### config.mk
export PLATFORM = sky130hd
export DESIGN_NAME = cla_seq_adder
export DESIGN_NICKNAME = d
export VERILOG_FILES = /design/src/rtl/cla_seq_defs_pkg.sv /design/src/rtl/cla4.sv /design/src/rtl/cla_seq_adder.sv
export SDC_FILE = /design/constraint.sdc
export NUM_CORES = 1
export LEC_CHECK = 0
export BUFFER_PORTS_ARGS = -buffer_cell sky130_fd_sc_hd__buf_2
export CELL_PAD_IN_SITES_DETAIL_PLACEMENT = 1
export CELL_PAD_IN_SITES_GLOBAL_PLACEMENT = 1
export CORE_UTILIZATION = 43
export CTS_CLUSTER_SIZE = 28
export DETAILED_ROUTE_END_ITERATION = 8
export PLACE_DENSITY = 0.88
export SLEW_MARGIN = 10
export SYNTH_ARGS = -nofsm -noshare
export SYNTH_HDL_FRONTEND = slang
export SYNTH_SLANG_ARGS = --single-unit
### constraint.sdc
create_clock -name clk -period 3.15 [get_ports clk]
set_input_delay 0.63 -clock clk [delete_from_list [all_inputs] [get_ports clk]]
set_output_delay 0.63 -clock clk [all_outputs]
set_load 0.01 [all_outputs]
### src/rtl/cla_seq_defs_pkg.sv
// Shared definitions for the nibble-serial adder: FSM encoding, slice width,
// and small helpers used by the sequencer.
package cla_seq_defs;

  localparam int SLICE_W = 4;

  typedef enum logic [1:0] {
    ST_IDLE = 2'd0,
    ST_RUN  = 2'd1,
    ST_DONE = 2'd2
  } state_e;

  // A counter always needs at least one bit, even when there is one slice.
  function automatic int cnt_width(input int nslice);
    return (nslice > 1) ? $clog2(nslice) : 1;
  endfunction

  // Two's-complement overflow: like-signed operands giving an opposite-signed sum.
  function automatic logic add_ovf(input logic a_msb, input logic b_msb, input logic s_msb);
    return (a_msb == b_msb) && (s_msb != a_msb);
  endfunction

endpackage

### src/rtl/cla4.sv
// Combinational 4-bit carry-lookahead adder slice: generate/propagate terms
// with all internal carries expanded from cin in parallel.
module cla4 (
  input  logic [3:0] a,
  input  logic [3:0] b,
  input  logic       cin,
  output logic [3:0] sum,
  output logic       cout
);

  logic [3:0] g;
  logic [3:0] p;
  logic [3:0] c;

  always_comb begin
    g    = a & b;
    p    = a ^ b;
    c    = 4'b0;
    c[0] = cin;
    c[1] = g[0] | (p[0] & cin);
    c[2] = g[1] | (p[1] & g[0]) | (p[1] & p[0] & cin);
    c[3] = g[2] | (p[2] & g[1]) | (p[2] & p[1] & g[0]) | (p[2] & p[1] & p[0] & cin);
    cout = g[3] | (p[3] & g[2]) | (p[3] & p[2] & g[1]) | (p[3] & p[2] & p[1] & g[0])
         | (p[3] & p[2] & p[1] & p[0] & cin);
    sum  = p ^ c;
  end

endmodule

### src/rtl/cla_seq_adder.sv
// Nibble-serial WIDTH-bit adder: one cla4 slice reused NSLICE times, LSB nibble
// first, with a registered inter-slice carry and valid/ready on both sides.
module cla_seq_adder
  import cla_seq_defs::*;
#(
  parameter  int WIDTH  = 16,
  localparam int NSLICE = WIDTH / SLICE_W
) (
  input  logic             clk,
  input  logic             rst,
  input  logic             in_valid,
  output logic             in_ready,
  input  logic [WIDTH-1:0] a,
  input  logic [WIDTH-1:0] b,
  input  logic             cin,
  output logic             out_valid,
  input  logic             out_ready,
  output logic [WIDTH-1:0] sum,
  output logic             cout,
  output logic             ovf
);

  localparam int             CNT_W = cnt_width(NSLICE);
  localparam logic [CNT_W-1:0] LAST  = CNT_W'(NSLICE - 1);

  state_e             state_q, state_d;
  logic [WIDTH-1:0]   a_sh_q, a_sh_d;
  logic [WIDTH-1:0]   b_sh_q, b_sh_d;
  logic [WIDTH-1:0]   sum_q, sum_d;
  logic               carry_q, carry_d;
  logic [CNT_W-1:0]   cnt_q, cnt_d;
  logic               a_msb_q, a_msb_d;
  logic               b_msb_q, b_msb_d;
  logic               cout_q, cout_d;
  logic               ovf_q, ovf_d;

  logic [SLICE_W-1:0] slice_sum;
  logic               slice_cout;

  cla4 u_slice (
    .a    (a_sh_q[SLICE_W-1:0]),
    .b    (b_sh_q[SLICE_W-1:0]),
    .cin  (carry_q),
    .sum  (slice_sum),
    .cout (slice_cout)
  );

  always_comb begin
    state_d   = state_q;
    a_sh_d    = a_sh_q;
    b_sh_d    = b_sh_q;
    sum_d     = sum_q;
    carry_d   = carry_q;
    cnt_d     = cnt_q;
    a_msb_d   = a_msb_q;
    b_msb_d   = b_msb_q;
    cout_d    = cout_q;
    ovf_d     = ovf_q;
    in_ready  = 1'b0;
    out_valid = 1'b0;

    case (state_q)
      ST_IDLE: in_ready = 1'b1;
      ST_RUN: begin
        // Each slice result enters from the top so the LSB nibble ends at the bottom.
        sum_d   = (sum_q >> SLICE_W) | (WIDTH'(slice_sum) << (WIDTH - SLICE_W));
        a_sh_d  = a_sh_q >> SLICE_W;
        b_sh_d  = b_sh_q >> SLICE_W;
        carry_d = slice_cout;
        cnt_d   = cnt_q + CNT_W'(1);
        if (cnt_q == LAST) begin
          state_d = ST_DONE;
          cout_d  = slice_cout;
          ovf_d   = add_ovf(a_msb_q, b_msb_q, slice_sum[SLICE_W-1]);
        end
      end
      ST_DONE: begin
        out_valid = 1'b1;
        in_ready  = out_ready;
        if (out_ready && !in_valid) state_d = ST_IDLE;
      end
      default: state_d = ST_IDLE;
    endcase

    // Accept applies from IDLE or as a back-to-back handoff out of DONE.
    if (in_valid && in_ready) begin
      a_sh_d  = a;
      b_sh_d  = b;
      carry_d = cin;
      a_msb_d = a[WIDTH-1];
      b_msb_d = b[WIDTH-1];
      cnt_d   = '0;
      state_d = ST_RUN;
    end
  end

  always_ff @(posedge clk or posedge rst) begin
    if (rst) begin
      state_q <= ST_IDLE;
      a_sh_q  <= '0;
      b_sh_q  <= '0;
      sum_q   <= '0;
      carry_q <= 1'b0;
      cnt_q   <= '0;
      a_msb_q <= 1'b0;
      b_msb_q <= 1'b0;
      cout_q  <= 1'b0;
      ovf_q   <= 1'b0;
    end else begin
      state_q <= state_d;
      a_sh_q  <= a_sh_d;
      b_sh_q  <= b_sh_d;
      sum_q   <= sum_d;
      carry_q <= carry_d;
      cnt_q   <= cnt_d;
      a_msb_q <= a_msb_d;
      b_msb_q <= b_msb_d;
      cout_q  <= cout_d;
      ovf_q   <= ovf_d;
    end
  end

  assign sum  = sum_q;
  assign cout = cout_q;
  assign ovf  = ovf_q;

endmodule

# Yosys cells after proc, flatten, opt, wreduce, memory -nomap -nowiden
# Index checks and enable logic that the tools add are counted.
[op_classes]
mux = 14
add_sub_neg = 1
n_eq_ne = 8
n_bitwise = 30
n_reduce_logical = 8
[op_table]
columns = ["operator", "n"]
rows = [
  ["$mux 16", 4],
  ["$and 1x1->1", 16],
  ["$or 12x16->16", 1],
  ["$mux 2", 5],
  ["$or 1x1->1", 10],
  ["$xor 4x4->4", 2],
  ["$ne 3x3->1 const B", 2],
  ["$pmux 2 s3", 1],
  ["$and 4x4->4", 1],
  ["$eq 2x2->1 const B", 2],
  ["$logic_and 1x1->1", 3],
  ["$mux 1", 3],
  ["$reduce_and 3->1", 1],
  ["$add 2x1->2 const B", 1],
  ["$eq 2x1->1 const B", 1],
  ["$logic_not 2->1", 1],
  ["$ne 2x2->1 const B", 1],
  ["$pmux 1 s2", 1],
  ["$reduce_and 2->1", 1],
  ["$reduce_bool 2->1", 1],
  ["$eq 1x1->1", 1],
  ["$logic_not 1->1", 1],
  ["$ne 1x1->1", 1],
]
[word_totals]
in_bits = 37
out_inout_bits = 20
word_cells = 71
ff_bits = 57

# Longest topological paths before layout
# Gate-level depths: netlist of run 1.
[logic_depth]
ltp_word = 8
mapped_depth = 6
ltp_nobuf = 5

# Modules after synthesis
# Synthesis of run 1 repeated with hierarchy kept, for this count alone.
[hier_totals]
hier_cells = 231
hier_area_um2 = 2825.2
[by_module_without_submodules]
columns = ["mod", "seq_area_each_um2", "area_each_um2", "cells_each", "instances"]
rows = [
  ["cla_seq_adder", 1426.4, 2677.6, 214, 1],
  ["cla4", 0.0, 147.6, 17, 1],
]

# Worst setup path after synthesis of run 1
# No wires, ideal clock.
[synth_path]
path_kind = "register to register"
startpoint = "register a_sh_q[0]"
endpoint = "register ovf_q (netlist: ovf)"
synth_period_minus_slack_ns = 1.727
setup_ns = 0.069
path_buffers = 0
stages_incl_launch_ff = 6
required_ns = 3.081
arrival_time_ns = 1.658
path_slack_ns = 1.423
cell_sequence = "dfrtp_1 -> ha_1 -> a21o_1 -> and4_1 -> or4_1 -> nand3_1"
[synth_via]
elab_chain_len = 7
word_cells_on_any_way = 10
classes_between = "eq/ne: 1; bitwise: 8; reduce/logical: 1"
[synth_rtl]
columns = ["element", "line", "source"]
rows = [
  ["start: declaration", "cla_seq_adder.sv:27", "logic [WIDTH-1:0] a_sh_q, a_sh_d;"],
  ["start signal: assignment", "cla_seq_adder.sv:111", "a_sh_q <= a_sh_d;"],
  ["$and 4x4->4 or $xor 4x4->4 (tied branches)", "cla4.sv:16, cla4.sv:17", ""],
  ["$and 1x1->1", "cla4.sv:22", "c[3] = g[2] | (p[2] & g[1]) | (p[2] & p[1] & g[0]) | (p[2] & p[1] & p[0] & cin);"],
  ["$or 1x1->1 or $and 1x1->1 (tied branches)", "cla4.sv:22", ""],
  ["$or 1x1->1 (*)", "cla4.sv:22", ""],
  ["$xor 4x4->4 (*)", "cla4.sv:25", "sum = p ^ c;"],
  ["$ne 1x1->1 (*)", "cla_seq_defs_pkg.sv:20", "return (a_msb == b_msb) && (s_msb != a_msb);"],
  ["$logic_and 1x1->1 (*)", "cla_seq_defs_pkg.sv:20", ""],
  ["end signal: assignment", "cla_seq_adder.sv:119", "ovf_q <= ovf_d;"],
  ["end: declaration", "cla_seq_adder.sv:35", "logic ovf_q, ovf_d;"],
]
# Mark *: on every way between the ends. The rest lies on a longest branch, timed or not.
# A chain may end at the register's enable or synchronous reset.

# Final worst setup path of run 1
[layout_path]
startpoint = "input out_ready"
endpoint = "output in_ready"
[layout_via]
elab_chain_len = 1
[layout_rtl]
columns = ["element", "line", "source"]
rows = [
  ["start: declaration", "cla_seq_adder.sv:17", "input logic out_ready,"],
  ["$pmux 1 s2", "cla_seq_adder.sv:62", "case (state_q)"],
  ["end: declaration", "cla_seq_adder.sv:12", "output logic in_ready,"],
]
# No other way between the ends.

==> run summary, run 1 <==
The placed wire-length estimate came out at 3810 um. The area of the multi-input gates is 985 um2. The number of nets in the layout is 358, and the insertion delay of the later-clocked pin in the worst-skew pair is 330 ps.

The via count of the first global-routing pass was 2,097. The repair_antennas step left the layout with diodes totalling 0. The remaining antenna violation count after routing is 0, and the number of nets produced by synthesis is 301.

The minimum clock period after layout came out at 1860 ps. By area the synthesized netlist is led by sky130_fd_sc_hd__dfrtp_1 (57%), sky130_fd_sc_hd__nand2_1 (16%), sky130_fd_sc_hd__a22oi_1 (7.5%). The worst-case IR drop observed on VDD is 0.371 mV. The tightest min-delay check is of the in -> async type. The total of fill cells in the finished design is 678, and the overall routed net length is 5590 um. Number of flops mapped to enable cells by yosys: 0. Across the whole layout, storage elements account for 0.00143 mm2.

The post-CTS repair timing setup buffer count was 0. The logs give 0 for the aggregate global routing overflow and 0 for the max-cap check violation count. The Yosys warning count is 0. The floorplan step defined a die boundary enclosing 0.00611 mm2. Clock tree synthesis found a total of 57 sinks. The worst-path maximum fanout is 4. Dividing total power by cell area gives a power density of 1080 mW/mm2.

For the total of cells resized after clock tree synthesis, the log shows 0. The detailed router placed 2,020 vias in this run. The first global-routing pass estimated 9690 um of wire. In this run the vertical extent of the chip is 78.2 um. For this run, design rule violations remaining after detail routing come to 0. The library cells used most frequently in the layout, excluding fill and tap cells, are sky130_fd_sc_hd__nand2_1 (106), sky130_fd_sc_hd__dfrtp_1 (57), sky130_fd_sc_hd__buf_2 (56), sky130_fd_sc_hd__a22oi_1 (25), sky130_fd_sc_hd__clkbuf_8 (11).

Leaving out fill and tap cells, the most frequent cell in the layout is sky130_fd_sc_hd__nand2_1. For this design the static power due to leakage is 1.59 nW. The tree is rooted in a sky130_fd_sc_hd__clkbuf_8. TritonCTS created 9 clock buffers. The max-slew headroom at the worst pin was 0.265; the final hold violation count was 0. The cell count after synthesis is 258. The number of antenna violations at the first check in global routing came out at 0. The fmax was 0.538 GHz. The proportion of register bits with asynchronous set or reset after synthesis was 1.00. The logs give 0.186 for the fraction of power consumed by the clock network and 0.206 for the all-layer global routing usage. The fraction of the cycle the final worst path needs was 0.591. Setup repair after global routing left no endpoint under its margin.

After floorplanning, the core was divided into 27 placement rows. Pin placement for this block handled 57 I/O pins. In the final timing run, aggregate negative setup slack is 0 ps. The effective utilization at floorplan came out at 0.450. The internal power of the cells totals 0.00191 W. TritonCTS built the clock tree.

Counting along the longest clock path gives a buffer depth of 2. The proportion of synthesized chip area in sequential cells came out at 0.572. Distinct cell type count of the synthesized netlist: 33. For the pin with the worst max-slew slack, the measured transition is 1100 ps. Summed over all nets, the switching power comes to 0.00132 W. At the end of routability-driven placement, the weighted congestion stood at 0.788. The worst-case setup slack after placement came out at 1170 ps. The synthesized design spends more area on one cell type than any other, namely sky130_fd_sc_hd__dfrtp_1. Across all setup checks in the final design, the least slack found is 1290 ps. The switching portion of total power was 0.410. Counting flops and latches in the post-synthesis netlist gives 57. Dividing the detail-routed via count by the number of cells gives 5.15. In this run, post-CTS hold repair placed 0 buffers. For this block, the initial DRC count from the detailed router was 89. Compared with the post-synthesis result, the final layout area differs by 20.4%. In the final routed layout, each cell accounts on average for 14.3 um. The worst setup path is of the in -> out kind. The setup violation total in the final timing report is 0, and the worst path arrival time is 1230 ps.

Entering global routing, the biggest net connects 44 pins. The run gives 0.00249 mm2 as the post-synth design cell area. The kind of capture point of the worst setup path is an output port.

Required arrival time at the worst endpoint: 2520 ps. For the final database, setup skew stands at 6.50 ps. The overall die width is 78.2 um, and the part of the power in combinational logic is 0.417. The worst setup path is launched from an input port. The number of I/O port buffers was 56. The first detailed-routing pass took 4 iterations. Clock-pin slew was measured on the worst setup and hold paths at 60 ps.

In this run the standard cell core region covers 0.00554 mm2. The proportion of power drawn by flip-flops and latches was 0.397. Among all flip-flop cells after synthesis, the most frequent one is sky130_fd_sc_hd__dfrtp_1. The run finished with clean final reports. The top-area cell type share of the netlist area is 0.572, and the number of H-tree levels is 3. The share of cells above drive strength 1 works out to 0.241. Max-slew violation total from the final report: 0. In this run the mean area of a mapped cell was 9.67 um2.
## through the flow
stage,total power (W),instances,hold WS (ps),cell area (um2),util
floorplan,0.00225,258,446,2490,-
global placement,0.00255,376,452,2830,0.511
detailed placement,0.00265,376,464,2830,0.511
CTS,0.00326,392,424,3000,0.542
global route,0.00352,392,452,3000,0.542
finish,0.00323,392,408,3000,0.542
## synthesized netlist by cell type (2+ instances only)
library cell / count
sky130_fd_sc_hd__a21oi_1: 2
sky130_fd_sc_hd__xor2_1: 2
sky130_fd_sc_hd__dfrtp_1: 57
sky130_fd_sc_hd__a22o_1: 2
sky130_fd_sc_hd__nand2b_1: 2
sky130_fd_sc_hd__buf_2: 10
sky130_fd_sc_hd__nor2_1: 2
sky130_fd_sc_hd__a22oi_1: 25
sky130_fd_sc_hd__nand2_1: 106
sky130_fd_sc_hd__inv_1: 5
sky130_fd_sc_hd__o21ai_1: 10
sky130_fd_sc_hd__o21ai_0: 5
sky130_fd_sc_hd__clkbuf_1: 4
sky130_fd_sc_hd__mux2_1: 2
sky130_fd_sc_hd__and2b_1: 2
sky130_fd_sc_hd__ha_1: 5
## final cells by class
type / instances / share of cell area
Tap cell: 72 / 0.0300
Multi-Input combinational cell: 182 / 0.328
Inverter: 5 / 0.00625
Clock inverter: 3 / 0.00500
Timing Repair Buffer: 60 / 0.103
Sequential cell: 57 / 0.475
Clock buffer: 13 / 0.0529
## path summary, 6_finish.rpt
| path | startpoint | endpoint | slack [ps] | cells after the start |
|---|---|---|---|---|
| worst max-delay path | out_ready | in_ready | 1290 | 4 |
| worst min-delay path | rst | sum[2] | 410 | 2 |
| worst max register to register | a_sh_q[0] | ovf | 1300 | 5 |
| worst min register to register | a_sh_q[4] | a_sh_q[4] | 480 | 2 |
| max in group asynchronous | rst | sum[12] | 2080 | 3 |
| min in group clk | a_sh_q[4] | a_sh_q[4] | 480 | 2 |
## worst max-delay path, stage by stage
cell,delay (ps)
sky130_fd_sc_hd__buf_2,90
sky130_fd_sc_hd__nand2b_1,200
sky130_fd_sc_hd__and2_1,180
sky130_fd_sc_hd__buf_2,130
## logic make-up (layout without fill, tap and decap cells)
kind of cell	after synthesis	count (layout)	synth area share
compound gates	51	51	0.143
xor+xnor	2	2	0.00702
fa+ha+maj	6	6	0.0331
buf+inv	19	81	0.0336
flops	57	57	0.572
mux	2	2	0.00903
simple gates	121	121	0.202
## power by group through the flow
stage | Clock (W) | Sequential, W | Combinational, W
after floorplan | 0 | 0.00129 | 0.000956
after global placement | 0 | 0.00128 | 0.00128
after detailed placement | 0 | 0.00129 | 0.00135
after CTS | 0.000613 | 0.00129 | 0.00136
after global routing | 0.000650 | 0.00133 | 0.00154
final | 0.000602 | 0.00128 | 0.00135
## layer usage
metal	up-vias	GRT usage	wire, um
li1	987	-	-
met1	967	0.268	2610
met2	58	0.338	2670
met3	8	0.0488	245
met4	0	0.0685	62
met5	-	0	0
## state kept, by name, indices dropped and copies added (netlist names)
name / count
a_msb_q: 1
a_sh_q: 16
b_msb_q: 1
b_sh_q: 16
carry_q: 1
cnt_q: 2
cout: 1
ovf: 1
state_q: 2
sum: 16
Power figures use the tool's default switching activity.
==> run 2, diff against run 1 <==
Settings changed: ABC_AREA set to 1, CORE_UTILIZATION 43 to 36, PLACE_DENSITY 0.88 to 0.79.
Clock period 3.15 ns to 1.7 ns, I/O delays scaled along.
==> run 2 against run 1 <==
  * Clock skew about the same
  * Die area grew 22%
  * Final cell count increased by 10%
  * Via count about the same
  * Total power rose by 94%
  * Register-to-register slack lost 1200 ps
  * Critical path type is now reg -> reg
  * Largest power group unchanged
==> run summary, run 2 <==
Relative to the synthesized area, the layout overhead comes to 23.9%. STA classifies the critical path endpoint as a flop. TritonCTS built the clock tree. Cell count after synthesis: 270 (+4.7%). The core box area came out at 0.00683 mm2 (+23%). The setup slack of the most critical reg-to-reg path was 120 ps (-1180 ps); the net load switching power was 0.00256 W (+93%). The proportion of register bits with asynchronous set or reset after synthesis came out at 1.00 (unchanged). STA classifies the critical path startpoint as a flop. Worst path arrival time: 1790 ps (+560 ps). The all-layer global routing usage is 0.178 (-0.0279), and the detail-routed via count per cell is 4.67 (-9.4%). The max-slew headroom at the worst pin is 0.792 (+0.527). The clock sink count was 57 (unchanged). The startpoint of the most critical register-to-register path is a_sh_q[2]. The overall routed net length came out at 5620 um (+0.59%). For this run, the top clock speed supported by timing is 0.635 GHz.

The aggregate negative setup slack is 0 ps (unchanged), and the remaining antenna violation count after routing is 0 (unchanged). The proportion of power drawn by flip-flops and latches is 0.366 (-0.031), and the total internal power is 0.00373 W (+95%). The proportion of synthesized area in mux cells was 0 (-0.00903). The number of DRC markers in iteration 0 is 78 (-12%), and the fraction of the cycle the final worst path needs is 0.927. In the synthesized netlist, the cells that appear most often are sky130_fd_sc_hd__nand2_1 (93), sky130_fd_sc_hd__dfrtp_1 (57), sky130_fd_sc_hd__inv_1 (35). The placed wire-length estimate came out at 3980 um (+4.4%).

The run gives 58 (+32%) as the maximum number of pins on one net before global-route repair. The via count of the first global-routing pass was 2,100 (+0.14%); the power density over the cells was 1980 mW/mm2 (+84%). The top-area cell type share of the netlist area is 0.556 (-0.0159), and the post-route worst hold slack is 80.1 ps (-328 ps).

In the layout the commonest cells are sky130_fd_sc_hd__nand2_1 (92), sky130_fd_sc_hd__dfrtp_1 (57), sky130_fd_sc_hd__buf_2 (56), sky130_fd_sc_hd__inv_1 (34), sky130_fd_sc_hd__o221ai_1 (18). Capture point of the worst reg-to-reg path: carry_q. The run gives 1920 ps (-600 ps) as the required arrival time at the worst endpoint.

The proportion of synthesized chip area in sequential cells was 0.556 (-0.0159); the transition time of the tightest slew-check pin was 312 ps (-791 ps). The fraction of the mapped netlist area in compound gates is 0.138 (-0.00545), and the post-synth design cell area is 0.00257 mm2 (+2.9%). The tools report the total I/O pin count as 57 (unchanged). The count of hold-fix buffers inserted at cts is 0 (unchanged).

For the finished layout, the period the worst path requires is 1580 ps. Most common cell after layout, fill and taps aside: sky130_fd_sc_hd__nand2_1. Most frequent cell after synthesis: sky130_fd_sc_hd__nand2_1. The most used flip-flop cell after synthesis is sky130_fd_sc_hd__dfrtp_1. The logs give 3 (unchanged) for the number of H-tree levels and 1.62 nW (+1.7%) for the leakage power. The wire length of the first global-routing pass came out at 10,000 um (+3.6%).

The largest family of logic cells by synthesized area is simple AND/OR/NAND/NOR gates. Via count: 2,021 (+0.050%). The number of optimization iterations in the first detailed-route pass is 4 (unchanged), and the switching portion of total power is 0.407 (-0.00312).

The fraction of the mapped netlist area in simple logic gates works out to 0.186 (-0.0163). The worst-case setup slack after placement is 39.4 ps (-1130 ps), and the max-cap check violation count is 0 (unchanged). The number of DRC violations after detailed routing was 0 (unchanged).

The cell type with the largest total area after synthesis is sky130_fd_sc_hd__dfrtp_1. In this run the worst setup path terminates at carry_q. For the post-CTS repair timing setup buffer count, the log shows 0 (unchanged). In the post-synthesis netlist, the biggest area contributors are sky130_fd_sc_hd__dfrtp_1 (56%), sky130_fd_sc_hd__nand2_1 (14%), sky130_fd_sc_hd__o221ai_1 (6.1%). The critical path is of the reg -> reg type. The path depth of the worst reg2reg path was 8 (+3); the insertion delay of the later-clocked pin in the worst-skew pair was 330 ps (about the same). The total of cells resized after clock tree synthesis is 0 (unchanged), and the total of fill cells in the finished design is 819 (+21%).

The post-synthesis share of cell area spent on xor and xnor gates works out to 0.00683 (-0.000195). The number of nets produced by synthesis is 313 (+4.0%), and the worst-path maximum fanout is 3 (-1). The number of buffers added by the clock tree synthesis step is 9 (unchanged). The logs give 2 (unchanged) for the buffer depth of the longest clock path and 0 (unchanged) for the aggregate global routing overflow. The average cell area after synthesis was 9.50 um2 (-1.7%).

The height of the chip was 86.4 um (+11%). For the fraction of power consumed by the clock network, the log shows 0.178 (-0.008). The setup violation total in the final timing report was 0 (unchanged); the Yosys warning count was 0 (unchanged). Setup repair after global routing left no endpoint under its margin. The clock skew was 6.68 ps (+0.182 ps); the routed length per instance was 13.0 um (-8.9%). In this run the worst setup path begins at a_sh_q[2]. The logs give 0.456 (+0.039) for the part of the power in combinational logic and 0 (unchanged) for the max-slew violation total from the final report. Flip-flop and latch count after synthesis: 57 (unchanged).

The register clock-pin slew on the reported worst setup and hold paths was 60 ps (about the same). The number of flops mapped to enable cells by yosys is 0 (unchanged). The tools report the number of antenna violations at the first check in global routing as 0 (unchanged).

For the die area, the log shows 0.00747 mm2 (+22%). The placer congestion estimate came out at 0.729 (-7.5%). The run gives 125 ps (-1160 ps) as the final worst setup slack. The tree is rooted in a sky130_fd_sc_hd__clkbuf_8.

The overall die width works out to 86.4 um (+11%). The worst hold path belongs to the class in -> async. Distinct cell type count of the synthesized netlist: 27 (-18%). The run finished with clean final reports. Adder-cell share of the synthesized area: 0.0322 (-0.000920). Number of nets in the layout: 375 (+4.7%). For the worst voltage drop across the vdd grid, the log shows 0.591 mV (+59%). Share of cells above drive strength 1: 0.300 (+0.0591). The final hold violation count is 0 (unchanged), and the placement row count is 30 (+11%). The diode insertion count for antenna repair was 0 (unchanged); the number of I/O port buffers was 56 (unchanged). The effective utilization at floorplan is 0.376 (-0.0747).
==> run 2: worst max-delay path: stages, from the launching register on <==
cell                       delay [ps]
sky130_fd_sc_hd__dfrtp_1          410
sky130_fd_sc_hd__ha_4             260
sky130_fd_sc_hd__or2_2            290
sky130_fd_sc_hd__nand2_1          100
sky130_fd_sc_hd__nand2_1           90
sky130_fd_sc_hd__nand2_2           90
sky130_fd_sc_hd__nand2_1           70
sky130_fd_sc_hd__nand2_1           70
sky130_fd_sc_hd__o211ai_2          70
==> run 2: logic make-up (layout without fill, tap and decap cells) <==
logic type | count (synthesis) | after routing
DFF | 57 | 57
and+or+nand+nor | 112 | 112
adders and majority gates | 6 | 6
xor gates and xnor gates | 2 | 2
AOI/OAI and AO/OA | 43 | 43
buffers and inverters | 50 | 117
==> run 2: per-layer routing <==
layer	track usage	part of all wire	vias up
li1	-	-	998
met1	0.234	0.48	963
met2	0.278	0.46	51
met3	0.0343	0.040	9
met4	0.0955	0.024	0
met5	0	0	-
==> run 2: per-stage QoR <==
step | cells | total power [W] | util | area, um2
floorplan | 270 | 0.00433 | - | 2570
global placement | 417 | 0.00503 | 0.438 | 2990
detailed placement | 417 | 0.00519 | 0.438 | 2990
CTS | 433 | 0.00635 | 0.463 | 3160
global route | 433 | 0.00691 | 0.465 | 3180
finish | 433 | 0.00628 | 0.465 | 3180
==> run 2: power groups by stage <==
stage / Combinational [W] / Sequential (W) / Clock (W)
3_5_place_dp: 0.00287 / 0.00232 / 0
4_1_cts: 0.00290 / 0.00230 / 0.00116
3_3_place_gp: 0.00275 / 0.00228 / 0
5_1_grt: 0.00331 / 0.00237 / 0.00123
2_1_floorplan: 0.00198 / 0.00234 / 0
6_report: 0.00286 / 0.00230 / 0.00112
==> run 2: layout make-up <==
cell class	count	area (um2)	share of cell area
clock buffers	13	159	0.0500
clock inverters	3	15.0	0.00472
inverters	39	150	0.0472
multi-input cells	163	946	0.298
flip-flops and latches	57	1430	0.449
well taps	96	120	0.0378
repair buffers	62	363	0.114
==> run 2: worst min-delay path by stage <==
stage | to | startpoint | cells after the start | slack, ps
floorplan | a_msb_q | rst | 1 | 430
global placement | sum[12] | rst | 3 | 440
detailed placement | sum[9] | rst | 3 | 450
CTS | sum[9] | rst | 3 | 80
global route | sum[9] | rst | 3 | 110
finish | sum[9] | rst | 3 | 80
